### src/rtl/vga_pkg.sv
// ---------------------------------------------------------------------------
// vga_pkg
//   Shared types and default timing for the VGA display path.
//   - rgb_t        : packed {r,g,b} pixel, 8 bits per colour (24 bits total)
//   - DEF_*        : 640x480@60 timing (pixel clock ~25.175 MHz)
//   - axis_total() : total period of one axis (display + porches + sync)
// ---------------------------------------------------------------------------
package vga_pkg;

  typedef struct packed {
    logic [7:0] r;
    logic [7:0] g;
    logic [7:0] b;
  } rgb_t;

  // Horizontal timing, in pixel clocks.
  localparam int DEF_HDISP  = 640;
  localparam int DEF_HFP    = 16;
  localparam int DEF_HPULSE = 96;
  localparam int DEF_HBP    = 48;

  // Vertical timing, in lines.
  localparam int DEF_VDISP  = 480;
  localparam int DEF_VFP    = 10;
  localparam int DEF_VPULSE = 2;
  localparam int DEF_VBP    = 33;

  // Length of one full axis period: active area, front porch, sync, back porch.
  function automatic int axis_total(input int disp, input int fp,
                                    input int pulse, input int bp);
    return disp + fp + pulse + bp;
  endfunction

endpackage : vga_pkg

### src/rtl/vga_axis_cnt.sv
// ---------------------------------------------------------------------------
// vga_axis_cnt
//   One timing axis (horizontal or vertical). Counts 0..TOTAL-1 while en is
//   high and decodes the active and sync regions from the current count.
//   Region order along the axis: active, front porch, sync, back porch.
//
// Ports
//   clk     in   1   pixel clock
//   rst     in   1   synchronous reset, active high (count -> 0)
//   en      in   1   advance the count this cycle
//   cnt     out  W   current position on the axis
//   wrap    out  1   en is high and cnt is at TOTAL-1 (count returns to 0)
//   active  out  1   cnt in [0, DISP)
//   sync    out  1   cnt in [DISP+FP, DISP+FP+PULSE)
// ---------------------------------------------------------------------------
module vga_axis_cnt
  import vga_pkg::*;
#(
  parameter  int DISP  = DEF_HDISP,
  parameter  int FP    = DEF_HFP,
  parameter  int PULSE = DEF_HPULSE,
  parameter  int BP    = DEF_HBP,
  localparam int TOTAL = axis_total(DISP, FP, PULSE, BP),
  localparam int W     = $clog2(TOTAL)
) (
  input  logic         clk,
  input  logic         rst,
  input  logic         en,
  output logic [W-1:0] cnt,
  output logic         wrap,
  output logic         active,
  output logic         sync
);

  // All region boundaries fit in W bits because every one is <= TOTAL-1.
  localparam logic [W-1:0] LAST       = W'(TOTAL - 1);
  localparam logic [W-1:0] DISP_END   = W'(DISP);
  localparam logic [W-1:0] SYNC_START = W'(DISP + FP);
  localparam logic [W-1:0] SYNC_END   = W'(DISP + FP + PULSE);

  assign wrap   = en && (cnt == LAST);
  assign active = (cnt < DISP_END);
  assign sync   = (cnt >= SYNC_START) && (cnt < SYNC_END);

  // NOTE: state registers use non-blocking assignment so every flop in the
  // design samples the pre-edge value of its inputs, independent of the
  // order in which always_ff blocks are evaluated.
  always_ff @(posedge clk) begin
    if (rst) begin
      cnt <= '0;
    end else if (en) begin
      cnt <= wrap ? '0 : cnt + W'(1);
    end
  end

endmodule : vga_axis_cnt

### src/rtl/vga_timing_gen.sv
// ---------------------------------------------------------------------------
// vga_timing_gen
//   Video timing generator. Two cascaded axis counters produce the pixel
//   position; the position is offered to the upstream pixel source together
//   with a request strobe, and the returned pixel is registered so that it
//   leaves aligned with HS/VS/DE.
//
//   Pipeline:
//     stage 0 : counters; X/Y/REQ/SOF are combinational decodes of them
//     stage 1 : hs/vs/de decodes registered; source drives vga_PIX here
//     stage 2 : output registers HS/VS/DE/RGB
//   X/Y/REQ of a given cycle and the matching HS/VS/DE/RGB are 2 cycles apart.
//
// Ports
//   vga_CLK  in   1    pixel clock
//   vga_RST  in   1    synchronous reset, active high; aborts the frame
//   vga_X    out  XW   current column, to pixel source
//   vga_Y    out  YW   current line, to pixel source
//   vga_REQ  out  1    (X,Y) in active area; pixel expected next cycle
//   vga_SOF  out  1    single-cycle pulse at X==0 && Y==0
//   vga_PIX  in   24   {R,G,B} from source, valid 1 cycle after vga_REQ
//   vga_HS   out  1    horizontal sync, active low
//   vga_VS   out  1    vertical sync, active low
//   vga_DE   out  1    data enable, active high
//   vga_RGB  out  24   output pixel, forced to 0 outside the active area
// ---------------------------------------------------------------------------
module vga_timing_gen
  import vga_pkg::*;
#(
  parameter  int HDISP  = DEF_HDISP,
  parameter  int HFP    = DEF_HFP,
  parameter  int HPULSE = DEF_HPULSE,
  parameter  int HBP    = DEF_HBP,
  parameter  int VDISP  = DEF_VDISP,
  parameter  int VFP    = DEF_VFP,
  parameter  int VPULSE = DEF_VPULSE,
  parameter  int VBP    = DEF_VBP,
  localparam int HTOTAL = axis_total(HDISP, HFP, HPULSE, HBP),
  localparam int VTOTAL = axis_total(VDISP, VFP, VPULSE, VBP),
  localparam int XW     = $clog2(HTOTAL),
  localparam int YW     = $clog2(VTOTAL)
) (
  input  logic          vga_CLK,
  input  logic          vga_RST,
  output logic [XW-1:0] vga_X,
  output logic [YW-1:0] vga_Y,
  output logic          vga_REQ,
  output logic          vga_SOF,
  input  logic [23:0]   vga_PIX,
  output logic          vga_HS,
  output logic          vga_VS,
  output logic          vga_DE,
  output logic [23:0]   vga_RGB
);

  // ---------------- stage 0: counters ----------------
  logic [XW-1:0] hcnt;
  logic [YW-1:0] vcnt;
  logic          h_wrap;
  logic          h_active;
  logic          h_sync;
  logic          v_active;
  logic          v_sync;
  // The end-of-frame wrap has no consumer: SOF is decoded from the counters.
  logic          v_wrap_unused;

  vga_axis_cnt #(
    .DISP  (HDISP),
    .FP    (HFP),
    .PULSE (HPULSE),
    .BP    (HBP)
  ) u_hcnt (
    .clk    (vga_CLK),
    .rst    (vga_RST),
    .en     (1'b1),
    .cnt    (hcnt),
    .wrap   (h_wrap),
    .active (h_active),
    .sync   (h_sync)
  );

  // The line counter advances once per line, on the horizontal wrap.
  vga_axis_cnt #(
    .DISP  (VDISP),
    .FP    (VFP),
    .PULSE (VPULSE),
    .BP    (VBP)
  ) u_vcnt (
    .clk    (vga_CLK),
    .rst    (vga_RST),
    .en     (h_wrap),
    .cnt    (vcnt),
    .wrap   (v_wrap_unused),
    .active (v_active),
    .sync   (v_sync)
  );

  assign vga_X   = hcnt;
  assign vga_Y   = vcnt;
  assign vga_REQ = h_active && v_active;
  assign vga_SOF = (hcnt == '0) && (vcnt == '0);

  // ---------------- stages 1 and 2 ----------------
  logic s1_hs;
  logic s1_vs;
  logic s1_de;
  rgb_t pix_in;
  rgb_t rgb_q;

  assign pix_in  = vga_PIX;
  assign vga_RGB = rgb_q;

  // NOTE: every pipeline register is reset, not just the counters, so a
  // reset mid-frame flushes in-flight sync/DE state and no stale pixel can
  // reach the pins after reset is released.
  always_ff @(posedge vga_CLK) begin
    if (vga_RST) begin
      s1_hs  <= 1'b1;
      s1_vs  <= 1'b1;
      s1_de  <= 1'b0;
      vga_HS <= 1'b1;
      vga_VS <= 1'b1;
      vga_DE <= 1'b0;
      rgb_q  <= '0;
    end else begin
      s1_hs  <= ~h_sync;
      s1_vs  <= ~v_sync;
      s1_de  <= vga_REQ;
      vga_HS <= s1_hs;
      vga_VS <= s1_vs;
      vga_DE <= s1_de;
      // The source answers the stage-0 request during stage 1, so the pixel
      // on vga_PIX now belongs to s1_de; blank it outside the active area.
      rgb_q  <= s1_de ? pix_in : '0;
    end
  end

endmodule : vga_timing_gen

### config.mk
export PLATFORM = sky130hd
export DESIGN_NAME = vga_timing_gen
export DESIGN_NICKNAME = d
export VERILOG_FILES = /design/src/rtl/vga_pkg.sv /design/src/rtl/vga_axis_cnt.sv /design/src/rtl/vga_timing_gen.sv
export SDC_FILE = /design/constraint.sdc
export NUM_CORES = 1
export LEC_CHECK = 0
export ABC_AREA = 1
export CELL_PAD_IN_SITES_DETAIL_PLACEMENT = 0
export CELL_PAD_IN_SITES_GLOBAL_PLACEMENT = 1
export CORE_ASPECT_RATIO = 1.4
export CORE_MARGIN = 8
export CORE_UTILIZATION = 33
export CTS_CLUSTER_SIZE = 10
export DETAILED_ROUTE_END_ITERATION = 8
export PLACE_DENSITY_LB_ADDON = 0.25
export SKIP_LAST_GASP = 1
export SLEW_MARGIN = 0
export SYNTH_ARGS = -nofsm -noshare
export SYNTH_HDL_FRONTEND = slang
export SYNTH_SLANG_ARGS = --single-unit
export TNS_END_PERCENT = 30
### constraint.sdc
create_clock -name vga_CLK -period 2.2 [get_ports vga_CLK]
set_clock_uncertainty 0.15 [all_clocks]
set_input_delay 0.44 -clock vga_CLK [delete_from_list [all_inputs] [get_ports vga_CLK]]
set_output_delay 0.44 -clock vga_CLK [all_outputs]
set_load 0.02 [all_outputs]
Word-level counts from Yosys, hierarchy flattened
Index checks and enable logic that the tools add are counted.
- $add $sub $neg: 2
- order comparisons: 6
- eq/ne operators: 2
- muxes and demuxes: 1
- bitwise logic cells: 3
- reductions and logical operators: 9
- operator list (cell ; count):
    $add A10 B1 Y10 const B ; 2
    $eq A10 B10 Y1 const B ; 2
    $logic_not A10 Y1 ; 2
    $lt A10 B10 Y1 const B ; 2
    $lt A10 B9 Y1 const B ; 2
    $ge A10 B10 Y1 const B ; 1
    $ge A10 B9 Y1 const B ; 1
    $mux W10 ; 1
    $logic_and A1 B1 Y1 ; 5
    $reduce_or A2 Y1 ; 2
    $not A1 Y1 ; 3
- register bits: 50
- bits of input ports: 26
- output and inout port bits: 49
- word-level logic and storage cells: 34

Logic depth before layout (Yosys ltp)
Gate-level depths: netlist of run 1.
- word-level depth: 3
- depth in mapped cells: 9
- mapped depth without buffers: 9

Modules after synthesis
A second synthesis of run 1 with hierarchy kept.
- cells, all modules: 280
- area total of the unflattened synthesis: 2099.5 sq um
- by module, submodules not included (module ; instances ; cells each ; area an instance (sq um) ; seq. area each (sq um)):
    vga_timing_gen ; 1 ; 108 ; 930.9 ; 600.6
    vga_axis_cnt (u_vcnt) ; 1 ; 92 ; 609.3 ; 200.2
    vga_axis_cnt (u_hcnt) ; 1 ; 80 ; 559.3 ; 200.2

Worst setup path after synthesis of run 1
OpenSTA, ideal clock, no wires.
- path kind: flip-flop to output port
- from: reg u_hcnt.cnt[5]
- to: out vga_SOF
- arrival time: 1.124 ns
- required time: 1.610 ns
- path slack: 0.486 ns
- cell stages (with the launch flop): 6
- buffers on the path: 0
- path through: dfxtp_1 > nor2_1 > nand2_1 > nor4_1 > nand2_1 > nor2_1
- longest elaborated chain between the ends: 2
- RTL lines (item ; RTL line ; text):
    start, declared ; vga_axis_cnt.sv:29 ; output logic [W-1:0] cnt,
    start signal, assigned ; vga_axis_cnt.sv:52 ; cnt <= wrap ? '0 : cnt + W'(1);
    $logic_not A10 Y1 ; vga_timing_gen.sv:101 ; assign vga_SOF = (hcnt == '0) && (vcnt == '0);
    $logic_and A1 B1 Y1 ; vga_timing_gen.sv:101 ;
    end, declared ; vga_timing_gen.sv:48 ; output logic vga_SOF,
Every way passes these cells.

Worst setup path after layout of run 1
Ends and elaborated chain as after synthesis.

==> flow_summary_export.csv, run 1 <==
group,metric,value,unit
placement,post-place-ws,-0.00278,ns
power,swShare,24.1,%
sta,finalCritPeriodShare,99.0,%
yosys,syn_nets,292,
drt,drc_errors,0,
drt,first_pass_iters,4,
cts,clk_pin_slew_worst_paths,0.09,ns
setup_path,cp_max_fo,2,
drt,wl,5420,um
yosys,synth_fa_ha_area_share,2.50,%
cells_and_area,diodes,0,
cts,numCtsBuffers,5,
drt,ant_nets,0,
drt,vias_per_cell,4.39,
power,p_leak,1.35,nW
grt,grt_pass1_wl,8640,um
setup_path,critPathBufInv,1,
yosys,syn_area_per_cell,7.66,um^2
yosys,yosys.area_share.xor_xnor,2.18,%
sta,max_freq,459,MHz
power,netSwitchingPower,0.000409,W
power,combPwrFrac,11.0,%
cts,clkSinkCount,50,
yosys,synth_edf_count,0,
yosys,synth-seq-cells,50,
yosys,synth_top_family_by_area,"simple AND/OR/NAND/NOR gates",
setup_path,critPathArrivalTime,1.59,ns
grt,gr-total-overflow,0,
yosys,synth.top_cell.area_share,49.9,%
cts,cts_hold_buf,0,
flow_run,cap_violations,0,
cts,clk_latency,0.30,ns
floorplan,die_y,108,um
setup_path,cpLargestDelayFamily,"simple AND/OR/NAND/NOR gates",
cts,cts_tree,"yes",
sta,final-setup-viol-count,0,
yosys,ys_warn_count,0,
cells_and_area,fillers,604,
yosys,synth_top_cell_by_area,"dfxtp_1",
power,power.density,559,nW/um^2
sta,timing.slew.headroom,73.5,%
setup_path,worst_ep_required_time,1.61,ns
yosys,seq_area_frac_synth,49.9,%
yosys,yosys-top-cells-area,"dfxtp_1 50%, inv_1 9.7%, nor2_1 9.7%",
cells_and_area,final_cell_mix,"72 x clkdlybuf4s50_1, 52 x inv_1, 52 x nor2_1",
cts,cts_max_level,2,
cells_and_area,drive_gt1_share,10.4,%
floorplan,core,5860,um^2
yosys,synth.mux.area_fraction,0,%
setup_path,start_kind,"flip-flop",
cells_and_area,layout_commonest_cell,"clkdlybuf4s50_1",
yosys,synth_ff_type,"dfxtp_1",
placement,hpwl,4260,um
yosys,synth_compound_area_share,3.43,%
yosys,postSynth.asyncResetShare,0,%
setup_path,end_kind,"output pin",
cells_and_area,final_nets,385,
status,outcome,"complete, no violations",
drt,drt_iter0_markers,65,
cells_and_area,syn_to_final_growth,51.4,%
power,total_power,0.00170,W
sta,finalCriticalPeriod,2.18,ns
setup_path,path_class,"flip-flop to output pin",
yosys,synthSimpleGateAreaFrac,31.8,%
yosys,synth_cell_types,26,
sta,final_max_slew_viol_count,0,
drt,vias,1869,
grt,first_global_vias,1785,
min_path,hold_path.class,"flip-flop to flip-flop",
grt,grt_max_degree,26,
yosys,syn_area,2010,um^2
cts,clockRootBuffer,"clkbuf_8",
floorplan,design.portCount,75,
cts,post_cts_buffers,0,
placement,gp_congestion,0.868,
floorplan,die-area,8860,um^2
yosys,synth_cells,262,
sta,tightestPinTransition,0.397,ns
sta,rsz0062_at_grt,"true",
grt,track_usage,12.4,%
power,intPower,0.00129,W
power,seq_power_share,55.2,%
power,irDropWorstVdd,0.000245,V
sta,finalHoldViolCount,0,
cts,cts_buffer_depth,2,
floorplan,fp-row-count,33,
drt,wl_per_cell,12.7,um
grt,antenna_found_initial,0,
setup_path,crit_slowest_cell,"dlygate4sd2_1",
power,clock_power_share,33.8,%
floorplan,start_util,34.2,%
sta,setup_ws,0.0221,ns
placement,port_buffers,74,
setup_path,slowest_delay,0.34,ns
setup_path,crit_chain,"nor2_1, nand2_1, nor4_2, nand2_1, nor2_1, dlygate4sd2_1",
floorplan,die_x,81.9,um
[repair_timing]
action | CTS | global route
resized for setup | 2 | 2
pin swaps | 0 | 0
setup endpoints to repair | 2 | 2
[flip-flops by register name, indices dropped and copies added (netlist names)]
signal      flops
s1_de           1
s1_hs           1
s1_vs           1
u_hcnt.cnt     10
u_vcnt.cnt     10
vga_DE          1
vga_HS          1
vga_RGB        24
vga_VS          1
[metal layers]
layer / up-vias / routed length (um) / global-route usage (%)
met2: 64 / 2730 / 22.0
met5: - / 0 / 0
met3: 7 / 379 / 3.65
li1: 977 / - / -
met1: 821 / 2220 / 13.4
met4: 0 / 93 / 4.66
[Yosys cell counts (2+ instances only)]
library cell / instances
nand2_1: 44
inv_1: 52
nor2_1: 52
xor2_1: 4
or2_2: 2
nand4_1: 6
nor3_1: 6
dfxtp_1: 50
buf_2: 2
nand3_1: 14
nand2_4: 2
ha_1: 4
nor2_4: 3
nor2_2: 2
a21oi_1: 8
[cells by family (layout without fill, tap and decap cells)]
kind of cell               count (synthesis)  after routing
xor gates and xnor gates                   5              5
buffers and inverters                     54            148
adders and majority gates                  4              4
and+or+nand+nor                          137            137
AOI/OAI and AO/OA                         12             12
DFF                                       50             50
[path summary, 6_finish.rpt]
| kind | startpoint | endpoint | slack [ns] | cells past startpoint |
|---|---|---|---|---|
| worst max register to register | u_hcnt.cnt[0]$_SDFF_PP0_ | u_vcnt.cnt[8]$_SDFFE_PP0N_ | 0.46 | 8 |
| worst min-delay path | s1_vs$_SDFF_PP1_ | vga_VS$_SDFF_PP1_ | 0.27 | 1 |
| worst min register to register | s1_vs$_SDFF_PP1_ | vga_VS$_SDFF_PP1_ | 0.27 | 1 |
| worst max-delay path | u_hcnt.cnt[5]$_SDFF_PP0_ | vga_SOF | 0.02 | 6 |
[power by group through the flow]
stage / combinational (W) / clock, W / sequential (W)
global route: 0.000201 / 0.000639 / 0.000941
floorplan: 0.0000482 / 0 / 0.000989
finish: 0.000186 / 0.000574 / 0.000937
CTS: 0.000190 / 0.000601 / 0.000938
detailed placement: 0.000191 / 0 / 0.000959
global placement: 0.000189 / 0 / 0.000958
[layout make-up]
class	instances	area (um^2)	area share (%)
clock buffers	6	82.6	2.72
repair buffers	88	847	27.9
inverters	52	195	6.43
well taps	70	87.6	2.88
multi-input cells	158	806	26.5
flip-flops and latches	50	1000	33.0
clock inverters	2	16.3	0.536
[metrics by stage]
stage                     hold WS [ns]  cell area (um^2)  cells  util [%]  setup TNS [ns]
final                            0.268              3040    426      51.8               0
after global routing             0.294              3040    426      51.8          -0.124
after CTS                        0.273              3030    426      51.7          -0.193
after detailed placement         0.248              2930    418      50.0        -0.00278
after global placement           0.243              2930    418      50.0               0
after floorplan                  0.239              2010    262         -               0
(Power assumes the default switching activity.)
==> run 2, diff against run 1 <==
--- a/config.mk
+++ b/config.mk
@@ -6,11 +6,9 @@
 export NUM_CORES = 1
 export LEC_CHECK = 0
 export ABC_AREA = 1
-export CELL_PAD_IN_SITES_DETAIL_PLACEMENT = 0
-export CELL_PAD_IN_SITES_GLOBAL_PLACEMENT = 1
 export CORE_ASPECT_RATIO = 1.4
 export CORE_MARGIN = 8
-export CORE_UTILIZATION = 33
+export CORE_UTILIZATION = 47
 export CTS_CLUSTER_SIZE = 10
 export DETAILED_ROUTE_END_ITERATION = 8
 export PLACE_DENSITY_LB_ADDON = 0.25
==> run 2 against run 1 <==
Against the previous run: worst setup slack worse by 0.034 ns; maximum frequency is 1.5% lower; largest cell class unchanged; wire length is 4.3% lower; cell area decreased by 1.9%; the run now ends with negative setup slack left; highest routed layer unchanged; count of clock-buffer cells in the layout unchanged; critical endpoint unchanged; critical path type unchanged.
==> flow_summary_export.csv, run 2 (synthesis gave the netlist of run 1 again) <==
group,metric,value,unit
sta,finalHoldViolCount,0,
cells_and_area,final_area,2980,um^2
sta,finalCriticalPeriod,2.21,ns
cells_and_area,syn_to_final_growth,48.5,%
sta,final_max_slew_viol_count,0,
cts,cts_tree,"yes",
sta,max_freq,452,MHz
status,outcome,"finished, violations left",
placement,dp_cells,390,
cts,cts_max_level,2,
sta,fin_setup_tns,-0.0117,ns
grt,gr-total-overflow,0,
setup_path,cp_max_fo,2,
power,clock_power_share,33.0,%
sta,setup_ws,-0.0117,ns
placement,hpwl,4000,um
placement,gp_congestion,0.895,
cts,clk_latency,0.30,ns
floorplan,design.portCount,75,
sta,whs,0.263,ns
cts,clkSinkCount,50,
setup_path,end_kind,"output pin",
power,swShare,23.4,%
drt,wl,5190,um
cells_and_area,fin_cells,398,
cells_and_area,layout_commonest_cell,"clkdlybuf4s50_1",
power,p_leak,1.34,nW
cts,cts_buffer_depth,2,
drt,ant_nets,0,
drt,drt_iter0_markers,82,
status,failed_checks,"negative setup slack",
sta,final-setup-viol-count,1,
drt,first_pass_iters,4,
setup_path,worst_ep_required_time,1.61,ns
setup_path,path_class,"flip-flop to output pin",
sta,rsz0062_at_grt,"true",
sta,timing.slew.headroom,75.0,%
grt,track_usage,15.3,%
floorplan,core,4170,um^2
placement,dpl_cell_area,2880,um^2
floorplan,die-area,6640,um^2
cells_and_area,final_nets,382,
cts,clockRootBuffer,"clkbuf_8",
min_path,hold_path.class,"flip-flop to flip-flop",
drt,wl_per_cell,13.0,um
drt,vias,1890,
flow_run,cap_violations,0,
floorplan,start_util,48.1,%
grt,antenna_found_initial,0,
cells_and_area,drive_gt1_share,9.35,%
cells_and_area,finish.utilization,71.4,%
cells_and_area,diodes,0,
cells_and_area,final_cell_mix,"72 x clkdlybuf4s50_1, 52 x inv_1, 52 x nor2_1",
floorplan,die_x,71.2,um
setup_path,start_kind,"flip-flop",
drt,vias_per_cell,4.75,
grt,first_global_vias,1829,
cts,clk_pin_slew_worst_paths,0.09,ns
drt,drc_errors,0,
power,combPwrFrac,10.9,%
sta,finalCritPeriodShare,101,%
power,irDropWorstVdd,0.000344,V
power,seq_power_share,56.2,%
power,intPower,0.00128,W
setup_path,critPathArrivalTime,1.62,ns
sta,tightestPinTransition,0.375,ns
cts,post_cts_buffers,0,
placement,port_buffers,74,
cells_and_area,fillers,339,
grt,grt_pass1_wl,8160,um
cts,numCtsBuffers,5,
floorplan,die_y,93.3,um
power,netSwitchingPower,0.000391,W
grt,grt_max_degree,26,
floorplan,fp-row-count,28,
cts,cts_hold_buf,0,
power,power.density,561,nW/um^2
cells_and_area,largest_reg_flops,24,
==> run 2: cell count changes in the layout (fill, tap and decap cells not counted), sizes merged <==
| cell | change |
|---|---|
| inv | -1 |
| clkinv | +1 |
| buf | -3 |
==> run 2: critical path, stage by stage (launching register included) <==
cell and delay (ns):
dfxtp_1 0.32, nor2_1 0.13, nand2_1 0.11, nor4_2 0.25, nand2_1 0.08, nor2_1 0.09
dlygate4sd2_1 0.34
==> run 2: layer usage <==
| metal | vias to the layer above | wire length [um] | GRT usage [%] |
|---|---|---|---|
| met5 | - | 0 | 0 |
| met4 | 0 | 112 | 6.79 |
| met3 | 12 | 428 | 5.67 |
| met2 | 78 | 2520 | 27.1 |
| met1 | 827 | 2130 | 15.8 |
| li1 | 973 | - | - |
==> run 2: path summary, 6_finish.rpt <==
path / from / end / slack [ns] / cells after the start
worst max-delay path: u_hcnt.cnt[5]$_SDFF_PP0_ / vga_SOF / -0.01 / 6
worst min-delay path: s1_vs$_SDFF_PP1_ / vga_VS$_SDFF_PP1_ / 0.26 / 1
worst max register to register: u_hcnt.cnt[0]$_SDFF_PP0_ / u_vcnt.cnt[8]$_SDFFE_PP0N_ / 0.48 / 8
worst min register to register: s1_vs$_SDFF_PP1_ / vga_VS$_SDFF_PP1_ / 0.26 / 1
==> run 2: area by class of cell <==
| cell class | count | area (um^2) | area share [%] |
|---|---|---|---|
| inverter | 52 | 195 | 6.55 |
| clock buffer | 6 | 82.6 | 2.77 |
| tap | 45 | 56.3 | 1.89 |
| sequential | 50 | 1000 | 33.6 |
| clock inverter | 2 | 12.5 | 0.420 |
| timing repair buffer | 85 | 825 | 27.7 |
| multi-input combinational | 158 | 806 | 27.1 |
==> run 2: repair_timing <==
item,4_1_cts,5_1_grt
setup endpoints to repair,2,2
gates resized for setup,2,1
hold endpoints to repair,0,0
==> run 2: power by group through the flow <==
stage | Sequential, W | Combinational, W | Clock [W]
floorplan | 0.000989 | 0.0000482 | 0
global placement | 0.000960 | 0.000183 | 0
detailed placement | 0.000960 | 0.000185 | 0
CTS | 0.000939 | 0.000184 | 0.000564
global route | 0.000942 | 0.000196 | 0.000608
finish | 0.000938 | 0.000181 | 0.000551
==> run 2: through the flow <==
step                      total power (W)  setup WS [ns]
after CTS                         0.00169         -0.184
after detailed placement          0.00115         0.0375
after global placement            0.00114         0.0181
final                             0.00167        -0.0117
after global routing              0.00175         -0.169
after floorplan                   0.00104          0.486
==> run 3, diff against run 2 <==
--- a/config.mk
+++ b/config.mk
@@ -8,7 +8,7 @@
 export ABC_AREA = 1
 export CORE_ASPECT_RATIO = 1.4
 export CORE_MARGIN = 8
-export CORE_UTILIZATION = 47
+export CORE_UTILIZATION = 25
 export CTS_CLUSTER_SIZE = 10
 export DETAILED_ROUTE_END_ITERATION = 8
 export PLACE_DENSITY_LB_ADDON = 0.25
==> constraint.sdc (replaced) <==
create_clock -name vga_CLK -period 2.6 [get_ports vga_CLK]
set_clock_uncertainty 0.15 [all_clocks]
set_input_delay 0.52 -clock vga_CLK [delete_from_list [all_inputs] [get_ports vga_CLK]]
set_output_delay 0.52 -clock vga_CLK [all_outputs]
set_load 0.02 [all_outputs]
==> run 3 against run 2 <==
Against the previous run: the run now ends clean; first-iteration DRC count shrank 30%; largest power group unchanged; clock power is 2% higher; total power is 9.6% lower; cell area up 0.88%; sequential power shrank 15%; die area increased by 68%; critical endpoint unchanged; via count down 3.1%; largest cell class unchanged; global-route usage down 5.5 points; count of clock-buffer cells in the layout fell by 1; critical path type unchanged; critical path depth did not move.
==> flow_summary_export.csv, run 3 (synthesis gave the netlist of run 1 again) <==
group,metric,value,unit
drt,vias,1832,
cells_and_area,syn_to_final_growth,49.8,%
grt,antenna_found_initial,0,
drt,drc_errors,0,
power,p_leak,1.31,nW
setup_path,rr_endpoint,"u_vcnt.cnt[8]$_SDFFE_PP0N_",
floorplan,die_x,91.7,um
setup_path,start_kind,"flip-flop",
cells_and_area,finish.utilization,38.8,%
cells_and_area,final_nets,374,
min_path,hp-start,"s1_vs$_SDFF_PP1_",
cts,numCtsBuffers,5,
sta,fin_setup_tns,0,ns
drt,drt_iter0_markers,57,
power,irDropWorstVdd,0.000313,V
min_path,holdPathStages,1,
sta,finalHoldViolCount,0,
min_path,hold_path.class,"flip-flop to flip-flop",
sta,final-setup-viol-count,0,
cts,cts_max_level,2,
floorplan,fp-row-count,38,
drt,wl_met3,317,um
sta,finalCritPeriodShare,88.2,%
cells_and_area,fillers,791,
drt,vias_per_cell,4.12,
cts,cts_tree,"yes",
cts,cts_hold_buf,0,
cells_and_area,diodes,0,
placement,port_buffers,74,
placement,hpwl,4230,um
drt,highest_layer,"met4",
drt,met1_length,2340,um
power,total_power,0.00151,W
sta,rsz0062_at_grt,"false",
drt,first_pass_iters,4,
grt,track_usage,9.80,%
drt,wl_met2,2650,um
setup_path,rrSetupSlack,0.89,ns
floorplan,die_y,122,um
setup_path,end_kind,"output pin",
cts,clk_pin_slew_worst_paths,0.09,ns
placement,gp_congestion,0.881,
sta,timing.slew.headroom,77.9,%
setup_path,cp_max_fo,5,
floorplan,start_util,25.9,%
sta,finalCriticalPeriod,2.29,ns
cts,cts_buffer_depth,2,
drt,ant_nets,0,
drt,wl,5410,um
cells_and_area,final_cell_mix,"72 x clkdlybuf4s50_1, 52 x inv_1, 52 x nor2_1",
min_path,hold_end,"vga_VS$_SDFF_PP1_",
cells_and_area,drive_gt1_share,7.25,%
grt,grt_max_degree,26,
cts,clkSinkCount,50,
sta,max_freq,436,MHz
sta,tightestPinTransition,0.331,ns
setup_path,crit_path_start,"u_hcnt.cnt[5]$_SDFF_PP0_",
cells_and_area,layout_commonest_cell,"clkdlybuf4s50_1",
cts,post_cts_buffers,0,
cells_and_area,multiInputGateArea,806,um^2
setup_path,worst_ep_required_time,1.93,ns
grt,first_global_vias,1748,
grt,grt_pass1_wl,8720,um
flow_run,cap_violations,0,
grt,gr-total-overflow,0,
setup_path,r2r-start,"u_hcnt.cnt[0]$_SDFF_PP0_",
power,power.density,503,nW/um^2
floorplan,design.portCount,75,
floorplan,die-area,11200,um^2
setup_path,r2r.worst_path.cells,8,
cts,clk_latency,0.31,ns
sta,final_max_slew_viol_count,0,
floorplan,core,7750,um^2
cells_and_area,seq_area,1000,um^2
cells_and_area,largest_reg_flops,24,
setup_path,critPathArrivalTime,1.62,ns
cts,clockRootBuffer,"clkbuf_8",
setup_path,path_class,"flip-flop to output pin",
drt,wl_per_cell,12.1,um
cts,ctsResizeCount,2,
status,outcome,"complete, no violations",
==> run 3: changes by cell type in the layout (fill, tap and decap cells not counted), sizes merged <==
cell,change
buf,-8
clkbuf,-1
clkinvlp,-1
bufinv,+1
inv,+1
==> run 3: where the power goes <==
part / internal, W / total [W] / switching [W]
sequential: 0.000786 / 0.000794 / 0.00000870
combinational: 0.0000824 / 0.000154 / 0.0000714
clock: 0.000289 / 0.000562 / 0.000274
==> run 3: cell type report <==
| cell class | instances | share of cell area (%) |
|---|---|---|
| Timing Repair Buffer | 77 | 25.4 |
| Clock buffer | 5 | 2.29 |
| Inverter | 52 | 6.50 |
| Multi-Input combinational cell | 158 | 26.8 |
| Clock inverter | 3 | 1.46 |
| Tap cell | 100 | 4.16 |
| Sequential cell | 50 | 33.3 |
==> run 3: per-stage QoR <==
stage          worst slack, ns  cells  area [um^2]  hold WS (ns)
2_1_floorplan            0.806    262         2010         0.239
3_3_place_gp             0.225    437         2880         0.245
3_5_place_dp             0.190    437         2880         0.242
4_1_cts                 0.0985    445         3000         0.263
5_1_grt                  0.105    445         3000         0.292
6_report                 0.307    445         3000         0.262
==> run 3: worst max-delay path by stage <==
| stage | to | depth (start not counted) |
|---|---|---|
| after floorplan | vga_SOF | 5 |
| after global placement | vga_SOF | 6 |
| after detailed placement | vga_SOF | 6 |
| after CTS | vga_REQ | 5 |
| after global routing | vga_SOF | 6 |
| final | vga_SOF | 6 |
==> run 3: worst max-delay path, stage by stage, from the launching register on <==
cell,delay (ns)
dfxtp_1,0.37
nor2_1,0.15
nand2_1,0.10
nor4_2,0.17
nand2_1,0.08
nor2_1,0.10
dlygate4sd2_1,0.35
==> run 3: routing by layer <==
layer	GRT usage, %	up-vias
li1	-	956
met1	10.9	815
met2	16.3	56
met3	3.20	5
met4	5.46	0
met5	0	-
